<file path="src/rtl/rtc_bus_wr_rd.sv">
`default_nettype none
// ============================================================================
// Module      : rtc_bus_wr_rd
// Description : Multiplexed address/data bus sequencer for one RTC register
//               write or read per request, with a one-cycle Final_WR pulse.
// Revision    : 1.0 - initial release
// ============================================================================
module rtc_bus_wr_rd #(
  parameter int T_PULSE = 10,
  parameter int T_GAP   = 10
) (
  input  logic       clk,
  input  logic       reset,
  input  logic       start_wr,
  input  logic       wr_rd,
  input  logic [7:0] addr_in,
  input  logic [7:0] data_in,
  input  logic [7:0] bus_in,
  output logic [7:0] bus_out,
  output logic       bus_oe,
  output logic       cs_n,
  output logic       rd_n,
  output logic       wr_n,
  output logic       ad_sel,
  output logic [7:0] data_rd,
  output logic       busy,
  output logic       Final_WR
);

  localparam logic [7:0] C_PULSE_LAST = 8'(T_PULSE - 1);
  localparam logic [7:0] C_GAP_LAST   = 8'(T_GAP - 1);

  typedef enum logic [2:0] {
    S_IDLE     = 3'd0,
    S_ADDR_PH  = 3'd1,
    S_ADDR_GAP = 3'd2,
    S_DATA_PH  = 3'd3,
    S_DATA_GAP = 3'd4,
    S_DONE     = 3'd5
  } state_t;

  state_t     state_q, state_d;
  logic [7:0] cnt_q, cnt_d;
  logic       is_wr_q, is_wr_d;
  logic [7:0] addr_q, addr_d;
  logic [7:0] wdata_q, wdata_d;
  logic [7:0] rdata_q, rdata_d;
  logic [7:0] bus_out_q, bus_out_d;
  logic       bus_oe_q, bus_oe_d;
  logic       cs_n_q, cs_n_d;
  logic       rd_n_q, rd_n_d;
  logic       wr_n_q, wr_n_d;
  logic       ad_sel_q, ad_sel_d;
  logic       busy_q, busy_d;
  logic       fin_q, fin_d;

  always_ff @(posedge clk or negedge reset) begin
    if (!reset) begin
      state_q   <= S_IDLE;
      cnt_q     <= 8'd0;
      is_wr_q   <= 1'b0;
      addr_q    <= 8'd0;
      wdata_q   <= 8'd0;
      rdata_q   <= 8'd0;
      bus_out_q <= 8'd0;
      bus_oe_q  <= 1'b0;
      cs_n_q    <= 1'b1;
      rd_n_q    <= 1'b1;
      wr_n_q    <= 1'b1;
      ad_sel_q  <= 1'b1;
      busy_q    <= 1'b0;
      fin_q     <= 1'b0;
    end else begin
      state_q   <= state_d;
      cnt_q     <= cnt_d;
      is_wr_q   <= is_wr_d;
      addr_q    <= addr_d;
      wdata_q   <= wdata_d;
      rdata_q   <= rdata_d;
      bus_out_q <= bus_out_d;
      bus_oe_q  <= bus_oe_d;
      cs_n_q    <= cs_n_d;
      rd_n_q    <= rd_n_d;
      wr_n_q    <= wr_n_d;
      ad_sel_q  <= ad_sel_d;
      busy_q    <= busy_d;
      fin_q     <= fin_d;
    end
  end

  always_comb begin
    state_d = state_q;
    is_wr_d = is_wr_q;
    addr_d  = addr_q;
    wdata_d = wdata_q;
    rdata_d = rdata_q;

    case (state_q)
      S_IDLE: begin
        if (start_wr) begin
          state_d = S_ADDR_PH;
          is_wr_d = wr_rd;
          addr_d  = addr_in;
          wdata_d = data_in;
        end
      end
      S_ADDR_PH:  if (cnt_q == C_PULSE_LAST) state_d = S_ADDR_GAP;
      S_ADDR_GAP: if (cnt_q == C_GAP_LAST)   state_d = S_DATA_PH;
      S_DATA_PH: begin
        // Capture on the edge that ends the strobe, while rd_n is still low.
        if (cnt_q == C_PULSE_LAST) begin
          state_d = S_DATA_GAP;
          if (!is_wr_q) rdata_d = bus_in;
        end
      end
      S_DATA_GAP: if (cnt_q == C_GAP_LAST) state_d = S_DONE;
      S_DONE:     state_d = S_IDLE;
      default:    state_d = S_IDLE;
    endcase

    if (state_d != state_q || state_q == S_IDLE || state_q == S_DONE) cnt_d = 8'd0;
    else                                                              cnt_d = cnt_q + 8'd1;

    // Outputs are decoded from the next state so they register in step with it.
    bus_out_d = 8'd0;
    bus_oe_d  = 1'b0;
    cs_n_d    = 1'b1;
    rd_n_d    = 1'b1;
    wr_n_d    = 1'b1;
    ad_sel_d  = 1'b1;
    fin_d     = 1'b0;
    busy_d    = (state_d != S_IDLE);
    case (state_d)
      S_ADDR_PH: begin
        cs_n_d = 1'b0; wr_n_d = 1'b0; ad_sel_d = 1'b0;
        bus_out_d = addr_d; bus_oe_d = 1'b1;
      end
      S_ADDR_GAP: begin
        ad_sel_d = 1'b0; bus_out_d = addr_d; bus_oe_d = 1'b1;
      end
      S_DATA_PH: begin
        cs_n_d = 1'b0;
        if (is_wr_d) begin
          wr_n_d = 1'b0; bus_out_d = wdata_d; bus_oe_d = 1'b1;
        end else begin
          rd_n_d = 1'b0;
        end
      end
      S_DATA_GAP: begin
        if (is_wr_d) begin
          bus_out_d = wdata_d; bus_oe_d = 1'b1;
        end
      end
      S_DONE:  fin_d = 1'b1;
      default: ;
    endcase
  end

  assign bus_out  = bus_out_q;
  assign bus_oe   = bus_oe_q;
  assign cs_n     = cs_n_q;
  assign rd_n     = rd_n_q;
  assign wr_n     = wr_n_q;
  assign ad_sel   = ad_sel_q;
  assign data_rd  = rdata_q;
  assign busy     = busy_q;
  assign Final_WR = fin_q;

endmodule
`default_nettype wire

</file>
<file path="config.mk">
export PLATFORM = sky130hd
export DESIGN_NAME = rtc_bus_wr_rd
export DESIGN_NICKNAME = d
export VERILOG_FILES = /design/src/rtl/rtc_bus_wr_rd.sv
export SDC_FILE = /design/constraint.sdc
export NUM_CORES = 1
export LEC_CHECK = 0
export BUFFER_PORTS_ARGS = -buffer_cell sky130_fd_sc_hd__buf_2
export CAP_MARGIN = 25
export CORE_MARGIN = 2
export CORE_UTILIZATION = 50
export CTS_BUF_LIST = sky130_fd_sc_hd__clkbuf_8
export CTS_CLUSTER_DIAMETER = 120
export CTS_CLUSTER_SIZE = 16
export DETAILED_ROUTE_END_ITERATION = 16
export PLACE_DENSITY = 0.88
export SLEW_MARGIN = 30
export SYNTH_ARGS = -nofsm -noshare
export SYNTH_HDL_FRONTEND = slang
export SYNTH_SLANG_ARGS = --single-unit
</file>
<file path="constraint.sdc">
create_clock -name clk -period 1.75 [get_ports clk]
set_input_delay 0.35 -clock clk [delete_from_list [all_inputs] [get_ports clk]]
set_output_delay 0.35 -clock clk [all_outputs]
set_load 0.01 [all_outputs]
</file>
==> results.sh <==
export IMPL_worstSetupPathType="flop to flop"
export IMPL_fin_nets=269
export IMPL_post_dp_hpwl_mm=3.126
export IMPL_fmaxAchievable_ghz=0.5816
export IMPL_start_util=0.5303
export IMPL_first_global_vias=1596
export IMPL_synth_async_reset_ratio=1.000
export IMPL_min_path_type="primary input to flop"
export IMPL_synthMuxAreaShare=0.1253
export IMPL_synth_area_um2=2167
export IMPL_power_density_nw_per_um2=1027
export IMPL_worst_path_max_delay_cell="dfrtp_1"
export IMPL_cts_clk_slew_worst_paths_ns=0.09
export IMPL_io_pins=51
export IMPL_timing_critical_path_to="bus_out[5]"
export IMPL_portBuffers=50
export IMPL_finalCriticalPeriod_ns=1.719
export IMPL_antenna_found_initial=0
export IMPL_cts_tree="built"
export IMPL_grt_pass1_wl_mm=7.548
export IMPL_wl_mm=4.396
export IMPL_finalInstanceArea_um2=2686
export IMPL_path_cells="ha_1, and3b_1, a21oi_2, mux2i_2, buf_4, o32ai_1"
export IMPL_drt_wirelength_per_cell_um=15.16
export IMPL_synth_area_top_cells="dfrtp_1 54%, mux2i_1 7.9%, dfstp_2 4.8%, mux2_2 4.7%, inv_1 3.6%"
export IMPL_r2r_cells=6
export IMPL_diodes=0
export IMPL_htreeDepth=2
export IMPL_r2r_slack_ns=0.03
export IMPL_arrival_ns=1.91
export IMPL_required_ns=1.94
export IMPL_core_area_um2=4086
export IMPL_rsz0062_at_grt="true"
export IMPL_synthToLayoutAreaGrowth_pct=23.96
export IMPL_synthAdderAreaFrac=0.01155
export IMPL_drt_iter0_drc=107
export IMPL_crit_start="cnt_q[0]"
export IMPL_pre_cts_ws_ns=-0.06760
export IMPL_synth_avg_cell_area_um2=12.67
export IMPL_finalCritPeriodShare=0.9824
export IMPL_slew_headroom=0.7278
export IMPL_final_common_cell="buf_2"
export IMPL_finalPower_uw=2760
export IMPL_final_cell_mix="50 x buf_2, 47 x dfrtp_1, 21 x inv_1, 17 x buf_4, 16 x mux2i_1"
export IMPL_clk_path_buf_depth=2
export IMPL_post_synth_top_area_fraction=0.5427
export IMPL_grt_overflow_total=0
export IMPL_setup_viol=0
export IMPL_synth_xor_area_share=0.03233
export IMPL_yosysWarnings=0
export IMPL_worstPathMaxFanout=9
export IMPL_synth_top_area_cell="dfrtp_1"
export IMPL_syn_inst=171
export IMPL_crit_path_end_kind="flop"
export IMPL_worst_slack_ns=0.03075
export IMPL_routabilityCongestion=0.8259
export IMPL_max_cap_violations=0
export IMPL_max_stage_delay_ns=0.40
export IMPL_tns_ns=0
export IMPL_vias=1545
export IMPL_cts_buffers=5
export IMPL_synth_cell_types=33
export IMPL_synthSimpleGateAreaFrac=0.1074
export IMPL_final_max_slew_viol_count=0
export IMPL_fill_cells=301
export IMPL_vias_per_cell=5.328
export IMPL_layout_drive_gt1_share=0.4167
export IMPL_grt_max_degree=35
export IMPL_leakagePower_uw=0.001333
export IMPL_clk_latency_ns=0.31
export IMPL_clock_sinks=51
export IMPL_status="completed"
export IMPL_drc=0
export IMPL_first_pass_iters=4
export IMPL_syn_nets=201
export IMPL_max_slew_worst_pin_slew_ns=0.4083
export IMPL_r2r_start="cnt_q[0]"
export IMPL_ir_drop_uv=713.5
export IMPL_place_area_um2=2550
export IMPL_r2r_end="bus_out[5]"
export IMPL_synth_edff_count=0
export IMPL_synth_ff_type="dfrtp_1"
export IMPL_die_width_um=69.84
export IMPL_track_usage=0.1950
export IMPL_synth_seq_area_share=0.5912
export IMPL_cp_start_kind="flop"
export IMPL_synth_seq_cells=51
export IMPL_die_area_um2=4877
export IMPL_drt_antenna_violating_nets=0
export IMPL_fin_util=0.6574
export IMPL_skew_ns=0.009862
export IMPL_synth_top_family_by_area="multiplexers"
export IMPL_die_height_um=69.84
export IMPL_hold_violations=0
export IMPL_synth_compound_area_frac=0.06178
export IMPL_root_buffer="clkbuf_8"
export IMPL_rows=23
through the flow:
| step | instances | hold slack, ns |
|---|---|---|
| after floorplan | 171 | 0.05441 |
| after global placement | 280 | 0.3036 |
| after detailed placement | 280 | 0.3022 |
| after CTS | 289 | 0.2602 |
| after global routing | 290 | 0.2628 |
| final | 290 | 0.2702 |
Yosys cell counts, types with 3 or more instances:
cell	count
a21oi_1	3
buf_6	5
dfrtp_1	47
dfstp_2	4
inv_1	21
mux2_2	9
mux2i_1	17
nand3_1	8
nor2_1	15
o21ai_0	3
o32ai_1	7
xnor2_1	3
xor2_1	5
worst max-delay path, delay by kind of cell, from the launching register on:
kind	cells	cell delay (ns)
compound gates	2	0.53
flops	1	0.40
simple gates	1	0.21
fa+ha+maj	1	0.19
buf+inv	1	0.18
mux	1	0.10
layer usage:
layer	up-vias	part of all wire	global-route usage
met3	10	0.046	0.04797
met5	-	0	0
met1	776	0.42	0.2408
met4	0	0.024	0.08761
met2	40	0.51	0.3238
li1	719	-	-
kinds of logic (layout without fill, tap and decap cells):
kind of cell | Yosys count | in the layout
DFF | 51 | 51
and+or+nand+nor | 37 | 37
buffers and inverters | 29 | 98
muxes | 26 | 26
AOI/OAI and AO/OA | 18 | 18
xor gates and xnor gates | 8 | 8
adders and majority gates | 2 | 2
where the power goes:
group	total [µW]	switching (µW)	internal (µW)
registers	1420	68.5	1350
clock network	711	387	324
logic	626	339	286
total	2760	795	1960
state kept, by name (all words and copies together) (netlist names), 3 cells and up:
register / flops
addr_q: 8
bus_out: 8
cnt_q: 8
data_rd: 8
state_q: 3
wdata_q: 8
area by class of cell:
| class | count | area, µm² | area share |
|---|---|---|---|
| Clock buffer | 6 | 82.58 | 0.03074 |
| Inverter | 21 | 78.83 | 0.02934 |
| Sequential cell | 51 | 1281 | 0.4769 |
| Timing Repair Buffer | 69 | 407.9 | 0.1518 |
| Clock inverter | 2 | 13.76 | 0.005123 |
| Multi-Input combinational cell | 91 | 759.5 | 0.2827 |
| Tap cell | 50 | 62.56 | 0.02329 |
what timing repair did:
item,4_1_cts,5_1_grt
pin swaps,0,3
endpoints found under the setup margin,16,19
resized for setup,4,2
hold endpoints to repair,16,0
buffers inserted,0,1
hold buffers,1,0
worst min-delay path by stage:
stage | to | start | slack [ns] | depth (start not counted)
6_report | data_rd[3] | bus_in[3] | 0.27 | 2
3_3_place_gp | data_rd[6] | reset | 0.30 | 1
5_1_grt | data_rd[3] | bus_in[3] | 0.26 | 2
4_1_cts | data_rd[3] | bus_in[3] | 0.26 | 2
3_5_place_dp | data_rd[6] | reset | 0.30 | 1
2_1_floorplan | Final_WR | reset | 0.05 | 0
Power figures use the tool's default switching activity.
